**src/rtl/ctx_seq_pkg.sv**
```systemverilog
// rtl/ctx_seq_pkg.sv - shared constants for the register-file context sequencer
//
// Purpose: default sizing and FSM state encoding used by regfile_ctx_sequencer.
// Ports:   none (package).
// Config:  CTX_MASK_EN is consumed by regfile_ctx_sequencer, not by this package.

package ctx_seq_pkg;

   localparam int NUM_REGS_DEF = 16;
   localparam int DATA_W_DEF   = 8;
   localparam int ADDR_W_DEF   = 16;
   localparam int REG_IDX_W    = $clog2(NUM_REGS_DEF);

   localparam int ST_W = 3;

   localparam logic [ST_W-1:0] ST_IDLE    = 3'd0;
   localparam logic [ST_W-1:0] ST_SAVE_RD = 3'd1;
   localparam logic [ST_W-1:0] ST_SAVE_WR = 3'd2;
   localparam logic [ST_W-1:0] ST_REST_RD = 3'd3;
   localparam logic [ST_W-1:0] ST_REST_WB = 3'd4;
   localparam logic [ST_W-1:0] ST_DONE    = 3'd5;

endpackage

```
**src/rtl/regfile_ctx_sequencer.sv**
```systemverilog
// rtl/regfile_ctx_sequencer.sv - saves/restores the register file to/from a memory stack
//
// Purpose: on interrupt entry pushes r[NUM_REGS-1]..r0 below sp_in; on return pops
//          r0..r[NUM_REGS-1] from sp_in upwards. Owns the regfile and memory ports while
//          busy and stalls the core.
// Config:  CTX_MASK_EN adds reg_mask; only registers with a set mask bit are transferred.
// Ports:
//   clk, reset            clock (rising edge), asynchronous active-low reset
//   save_req, rest_req    start save / restore, sampled only in IDLE (save wins)
//   sp_in                 stack pointer latched on acceptance
//   reg_mask              (CTX_MASK_EN only) per-register transfer enable
//   busy, cpu_stall       high from the cycle after acceptance through DONE
//   done                  one-cycle pulse in DONE
//   sp_out                final stack pointer, held from DONE until the next DONE
//   rf_sel/rf_dout        regfile read select and data
//   rf_din/rf_we          regfile write data and enable
//   mem_req/mem_we/mem_addr/mem_wdata/mem_rdata/mem_ack   data-memory handshake

module regfile_ctx_sequencer
   import ctx_seq_pkg::*;
#(
   parameter  int NUM_REGS = NUM_REGS_DEF,
   parameter  int DATA_W   = DATA_W_DEF,
   parameter  int ADDR_W   = ADDR_W_DEF,
   localparam int IDX_W    = $clog2(NUM_REGS)
) (
   input  logic                clk,
   input  logic                reset,
   input  logic                save_req,
   input  logic                rest_req,
   input  logic [ADDR_W-1:0]   sp_in,
`ifdef CTX_MASK_EN
   input  logic [NUM_REGS-1:0] reg_mask,
`endif
   output logic                busy,
   output logic                cpu_stall,
   output logic                done,
   output logic [ADDR_W-1:0]   sp_out,
   output logic [IDX_W-1:0]    rf_sel,
   input  logic [DATA_W-1:0]   rf_dout,
   output logic [DATA_W-1:0]   rf_din,
   output logic                rf_we,
   output logic                mem_req,
   output logic                mem_we,
   output logic [ADDR_W-1:0]   mem_addr,
   output logic [DATA_W-1:0]   mem_wdata,
   input  logic [DATA_W-1:0]   mem_rdata,
   input  logic                mem_ack
);

   localparam logic [IDX_W-1:0] LAST_IDX = IDX_W'(NUM_REGS - 1);

   logic [ST_W-1:0]   state_q, state_d;
   logic [IDX_W-1:0]  idx_q, idx_d;
   logic [ADDR_W-1:0] ptr_q, ptr_d;
   logic [ADDR_W-1:0] sp_out_q, sp_out_d;
   logic [DATA_W-1:0] data_q, data_d;
   logic              xfer;

`ifdef CTX_MASK_EN
   logic [NUM_REGS-1:0] mask_q, mask_d;
   assign xfer = mask_q[idx_q];
`else
   assign xfer = 1'b1;
`endif

   always_comb begin
      state_d  = state_q;
      idx_d    = idx_q;
      ptr_d    = ptr_q;
      sp_out_d = sp_out_q;
      data_d   = data_q;
`ifdef CTX_MASK_EN
      mask_d   = mask_q;
`endif
      case (state_q)
         ST_IDLE: begin
            if (save_req || rest_req) begin
               ptr_d = sp_in;
`ifdef CTX_MASK_EN
               mask_d = reg_mask;
`endif
               if (save_req) begin
                  state_d = ST_SAVE_RD;
                  idx_d   = LAST_IDX;
               end else begin
                  state_d = ST_REST_RD;
                  idx_d   = '0;
               end
            end
         end
         ST_SAVE_RD: begin
            if (xfer) begin
               // Pre-decrement: the stack grows down, so r15 lands at sp-1.
               data_d  = rf_dout;
               ptr_d   = ptr_q - 1'b1;
               state_d = ST_SAVE_WR;
            end else if (idx_q == '0) begin
               state_d  = ST_DONE;
               sp_out_d = ptr_q;
            end else begin
               idx_d = idx_q - 1'b1;
            end
         end
         ST_SAVE_WR: begin
            if (mem_ack) begin
               if (idx_q == '0) begin
                  state_d  = ST_DONE;
                  sp_out_d = ptr_q;
               end else begin
                  idx_d   = idx_q - 1'b1;
                  state_d = ST_SAVE_RD;
               end
            end
         end
         ST_REST_RD: begin
            if (!xfer) begin
               if (idx_q == LAST_IDX) begin
                  state_d  = ST_DONE;
                  sp_out_d = ptr_q;
               end else begin
                  idx_d = idx_q + 1'b1;
               end
            end else if (mem_ack) begin
               data_d  = mem_rdata;
               ptr_d   = ptr_q + 1'b1;
               state_d = ST_REST_WB;
            end
         end
         ST_REST_WB: begin
            if (idx_q == LAST_IDX) begin
               state_d  = ST_DONE;
               sp_out_d = ptr_q;
            end else begin
               idx_d   = idx_q + 1'b1;
               state_d = ST_REST_RD;
            end
         end
         ST_DONE: state_d = ST_IDLE;
         default: state_d = ST_IDLE;
      endcase
   end

   always_ff @(posedge clk or negedge reset) begin
      if (!reset) begin
         state_q  <= ST_IDLE;
         idx_q    <= '0;
         ptr_q    <= '0;
         sp_out_q <= '0;
         data_q   <= '0;
`ifdef CTX_MASK_EN
         mask_q   <= '0;
`endif
      end else begin
         state_q  <= state_d;
         idx_q    <= idx_d;
         ptr_q    <= ptr_d;
         sp_out_q <= sp_out_d;
         data_q   <= data_d;
`ifdef CTX_MASK_EN
         mask_q   <= mask_d;
`endif
      end
   end

   // Outputs decode straight from registered state so an asynchronous reset
   // clears them in the same cycle.
   always_comb begin
      busy      = (state_q != ST_IDLE);
      cpu_stall = busy;
      done      = (state_q == ST_DONE);
      sp_out    = sp_out_q;
      rf_sel    = '0;
      rf_din    = '0;
      rf_we     = 1'b0;
      mem_req   = 1'b0;
      mem_we    = 1'b0;
      mem_addr  = '0;
      mem_wdata = '0;
      case (state_q)
         ST_SAVE_RD: rf_sel = idx_q;
         ST_SAVE_WR: begin
            mem_req   = 1'b1;
            mem_we    = 1'b1;
            mem_addr  = ptr_q;
            mem_wdata = data_q;
         end
         ST_REST_RD: begin
            mem_req  = xfer;
            mem_addr = xfer ? ptr_q : '0;
         end
         ST_REST_WB: begin
            rf_sel = idx_q;
            rf_din = data_q;
            rf_we  = 1'b1;
         end
         default: ;
      endcase
   end

endmodule

```
**config.mk**
```make
export PLATFORM = sky130hd
export DESIGN_NAME = regfile_ctx_sequencer
export DESIGN_NICKNAME = d
export VERILOG_FILES = /design/src/rtl/ctx_seq_pkg.sv /design/src/rtl/regfile_ctx_sequencer.sv
export SDC_FILE = /design/constraint.sdc
export NUM_CORES = 1
export LEC_CHECK = 0
export CORE_AREA = 2 2 83 85
export CTS_CLUSTER_DIAMETER = 80
export DETAILED_ROUTE_END_ITERATION = 10
export DIE_AREA = 0 0 85 87
export GPL_ROUTABILITY_DRIVEN = 0
export HOLD_SLACK_MARGIN = 0.12
export PLACE_DENSITY_LB_ADDON = 0.12
export SLEW_MARGIN = 15
export SYNTH_ARGS = -nofsm -noshare
export SYNTH_HDL_FRONTEND = slang
export SYNTH_SLANG_ARGS = --single-unit
```
**constraint.sdc**
```tcl
create_clock -name clk -period 8.7 [get_ports clk]
set_input_delay 1.74 -clock clk [delete_from_list [all_inputs] [get_ports clk]]
set_output_delay 1.74 -clock clk [all_outputs]
set_load 0.02 [all_outputs]
```
# == Yosys cells after proc, flatten, opt, wreduce, memory -nomap -nowiden ==
# Index checks and enable logic that the tools add are counted.
# totals
wordCells,66
register_bits,47
out_inout_bits,58
# classes
n_addsub,4
reduce_logical,15
n_mux,29
n_eq_ne,13
# op_table
cell,n
two-way mux 16 bit,6
case mux 16 bit (3 select lines),1
case mux 16 bit (2 select lines),1
two-way mux 4 bit,6
two-way mux 8 bit,3
adder 16 x 1 -> 16 bit (second input constant),1
case mux 8 bit (2 select lines),1
subtractor 16 x 1 -> 16 bit (second input constant),1
two-way mux 3 bit,5
case mux 3 bit (5 select lines),1
!= test 2 bit (second input constant),7
case mux 4 bit (3 select lines),1
nonzero test 3 bit,3
== test 3 x 2 -> 1 bit (second input constant),2
== test 3 bit (second input constant),2
AND reduction 3 bit,2
AND reduction 5 bit,1
adder 4 x 1 -> 4 bit (second input constant),1
== test 4 bit (second input constant),1
zero test 4 bit,1
AND reduction 4 bit,1
nonzero test 2 bit,2
OR reduction 2 bit,2
subtractor 4 x 1 -> 4 bit (second input constant),1
other kinds (6),8

# == Logic depth before layout (Yosys ltp) ==
# logic_depth
depth_word,4
depth_mapped,13
ltp_nobuf,10

# == Least setup slack after synthesis ==
# No wires, ideal clock.
# synth_path
path_type,register to register
start,reg state_q[2]
end,reg ptr_q[15]
path_buffers,3
arrival_ns,3.154
period_less_slack_ns,3.231
path_stages_with_launch,13
setup_time_ns,0.077
path_slack_ns,5.469
cell_sequence,dfrtp_1 clkbuf_1 nor2b_1 buf_2 buf_2 nand2_1 ha_1 a211oi_1 o21bai_1 o31a_1 nand4_1 mux2_2 a21oi_1
# synth_between
elab_chain_cells,3
elab_cells_between_ends,8
# synth_lines
item,line,text
from (decl),regfile_ctx_sequencer.sv:53,"logic [ST_W-1:0] state_q, state_d;"
from (signal assigned),regfile_ctx_sequencer.sv:155,state_q <= state_d;
== test 3 x 2 -> 1 bit (tied with other cells),regfile_ctx_sequencer.sv:76,case (state_q)
!= test 2 bit (no source line) / nonzero test 3 bit (equally long branches),n/a,
AND reduction 3 bit (no source line),n/a,
to (signal assigned),regfile_ctx_sequencer.sv:157,ptr_q <= ptr_d;
to (decl),regfile_ctx_sequencer.sv:55,"logic [ADDR_W-1:0] ptr_q, ptr_d;"
# Parallel ways exist; a longest one is shown, timed or not.
# A chain may end at the register's enable or synchronous reset.

# == Worst setup path in the final report ==
# layout_path
start,reg state_q[1]
end,out rf_we
# layout_between
elab_chain_cells,2
# layout_lines
item,line,text
== test 3 bit,regfile_ctx_sequencer.sv:180,case (state_q)
two-way mux 1 bit,regfile_ctx_sequencer.sv:180,
to (decl),regfile_ctx_sequencer.sv:42,"output logic rf_we,"
# No other way between the ends.

==> results.tsv <==
stage	metric	value	unit
synth	EDFF count, synth	0	
outcome	status	finished clean	
routing	drt via density	5.85	
routing	detailed-router iteration count before antenna repair	4	
worst_setup_path	FF-to-FF path depth	8	
global_routing	GR Overflow Total	0	
floorplan	total core area	6570	sq um
sta	final worst-path setup slack	4260	ps
sta	Setup Skew	8.86	ps
routing	DR WL/cell	16.0	um
cells_and_area	commonest non-fill, non-tap cell in the layout	clkdlybuf4s50_1	
clock_network	Resized cells post-CTS	0	
sta	Fin. Hold Viols	0	
sta	Fmax	225	MHz
routing	DRT iter0 DRCs	184	
cells_and_area	FILL cells	575	
cells_and_area	Finished Layout Cells	534	
cells_and_area	area grow syn2layout	31.7	%
job	number of max-cap violations	0	
sta	RSZ-0062 raised after global routing	false	
worst_setup_path	FF-to-FF End	ptr_q[15]	
clock_network	H-tree depth	2	
global_routing	initial antenna violation count	0	
clock_network	clock latency on the worst-skew pair	300	ps
placed_design	placed insts	527	
worst_hold_path	Worst Hold Launch	sp_out[6]	
floorplan	die area	7400	sq um
synth	asr flop ratio synth	100	%
floorplan	I/O pin count	95	
clock_network	clk root buf	clkbuf_8	
placed_design	Post-DP HPWL	6.26	mm
floorplan	num rows	30	
synth	Seq cells post-synth	47	
synth	Yosys warning count	0	
routing	post-route antenna net violation count	0	
placed_design	Post-Place Setup Slack	4540	ps
cells_and_area	layout cells sized above 1	5.29	%
sta	Slew @ Worst Pin	1050	ps
worst_setup_path	R2R Path Start	state_q[1]	
synth	sequential area share after synthesis	35.9	%
worst_setup_path	critical path capture point type	output pin	
synth	mapped cell area	3280	sq um
cells_and_area	# nets final	511	
synth	library cells used by synthesis	56	
clock_network	cts hold-fix bufs	0	
floorplan	Die H	87	um
global_routing	number of global-route vias before repair	2925	
sta	Slew headroom	30.0	%
worst_hold_path	worst hold endpoint	sp_out[6]	
floorplan	initial core utilization	49.9	%
sta	final period utilization	51.1	%
global_routing	Tot GR Track Use	23.2	%
worst_setup_path	FF-to-FF setup slack	5170	ps
clock_network	TritonCTS Sinks	47	
clock_network	TritonCTS clock tree	yes	
synth	syn_area_per_cell	8.81	sq um
power_and_ir_drop	Power per Cell Area	466	nW/um^2
synth	Post-synth top flop	dfrtp_1	
worst_setup_path	WS Path Type	reg2out	
routing	vias after detailed routing	3123	
clock_network	Num CTS Buffers	5	
worst_setup_path	worst endpoint required time	6960	ps
sta	setup TNS	0	ps
power_and_ir_drop	Max VDD drop	314	uV
sta	fin crit period	4440	ps
cells_and_area	commonest non-fill, non-tap cells in the layout	93 x clkdlybuf4s50_1, 47 x dfrtp_1, 44 x a21oi_1, 27 x and2_1, 26 x nor2_1	
routing	DRC	0	
clock_network	setup bufs post-CTS	0	
worst_setup_path	Worst setup SP type	flip-flop	
placed_design	Port-buffer cells	94	
cells_and_area	antenna cells	0	
synth	synthesized instance count	372	
global_routing	first-pass GRT wire length	13.9	mm
clock_network	Max Root-Sink Buffers	2	
cells_and_area	final standard cell utilization of the core	65.7	%
worst_setup_path	Worst EP arrival	2700	ps
clock_network	Worst-path clk slew	90	ps
worst_hold_path	Hold Path Class	reg2reg	
synth	synthesized net count	429	
routing	final WL	8.55	mm
sta	hold slack	490	ps
worst_setup_path	Crit Path Max Fanout	25	
worst_hold_path	hold path cells	1	
floorplan	Die W	85	um
sta	Max Slew Vio Count	0	
global_routing	largest net degree at the start of global routing	48	
power_and_ir_drop	leak pwr	1.83	nW
sta	final setup violation count	0	
[area by class of cell]
class | instances | area [sq um] | share of cell area [%]
repair buffers | 95 | 946 | 21.9
inverters | 8 | 30.0 | 0.696
well taps | 80 | 100 | 2.32
multi-input cells | 297 | 1970 | 45.8
clock inverters | 1 | 5.00 | 0.116
clock buffers | 6 | 82.6 | 1.91
flip-flops and latches | 47 | 1180 | 27.3
[worst max-delay path by stage]
| stage | start | end | cells past startpoint |
|---|---|---|---|
| 2_1_floorplan | state_q[2] | ptr_q[15] | 12 |
| 3_5_place_dp | mem_ack | ptr_q[11] | 6 |
| 5_1_grt | state_q[2] | rf_sel[1] | 4 |
| 3_3_place_gp | mem_ack | ptr_q[5] | 7 |
| 6_report | state_q[1] | rf_we | 4 |
| 4_1_cts | state_q[1] | mem_wdata[0] | 6 |
[registers in the layout, summed over array words and instances (netlist names)]
| register | flops |
|---|---|
| sp_out | 16 |
| data_q | 8 |
| idx_q | 4 |
| state_q | 3 |
| ptr_q | 16 |
[cells by family (layout without fill, tap and decap cells)]
kind of cell               Yosys count  in the layout  synth area share, %
AOI/OAI and AO/OA                  123            123                 23.0
xor gates and xnor gates            11             11                 2.94
adders and majority gates           20             20                 8.09
buffers and inverters               28            110                 3.86
DFF                                 47             47                 35.9
muxes                               18             18                 6.15
and+or+nand+nor                    125            125                 20.0
[critical path, cell delays in order, from the launching register on]
cell and delay (ps):
dfrtp_1 670, nor2_1 570, nand2_1 350, inv_1 180, clkdlybuf4s50_1 620
[routing by layer]
layer	global-route usage [%]	vias to the layer above	wire [um]
li1	-	1520	-
met1	30.3	1531	3950
met2	40.0	62	4170
met3	4.08	10	316
met4	5.63	0	112
met5	0	-	0
[synth_stat cells, types with 3 or more instances]
cell type | number | share of area, %
dfrtp_1 | 47 | 36
a21oi_1 | 44 | 6.7
and2_1 | 27 | 5.2
nor2_1 | 26 | 3.0
nand2_1 | 25 | 2.9
o21ai_0 | 22 | 3.4
ha_1 | 18 | 6.9
o22ai_1 | 18 | 3.4
and3_1 | 14 | 2.7
clkbuf_1 | 12 | 1.4
mux2_1 | 10 | 3.4
xnor2_1 | 8 | 2.1
mux2_2 | 7 | 2.4
a211oi_1 | 6 | 1.4
inv_1 | 6 | 0.69
nand2b_1 | 6 | 1.1
a21o_1 | 5 | 1.1
buf_2 | 5 | 0.76
o21a_1 | 5 | 1.1
nand3_1 | 4 | 0.61
nand4_1 | 4 | 0.76
nor3_1 | 4 | 0.61
nor2b_1 | 3 | 0.57
or3_1 | 3 | 0.57
xor2_1 | 3 | 0.80
[stage by stage]
| stage | power, mW | instance area [sq um] |
|---|---|---|
| global placement | 1.83 | 4220 |
| detailed placement | 1.87 | 4220 |
| finish | 2.01 | 4310 |
| CTS | 2.02 | 4310 |
| global route | 2.19 | 4310 |
| floorplan | 1.44 | 3280 |
[where the power goes]
part	leakage, nW	internal, mW	switching (mW)
clock	0.0470	0.0625	0.0730
combinational	1.21	0.640	0.780
sequential	0.573	0.328	0.128
total	1.83	1.03	0.980
(Power assumes the default switching activity.)
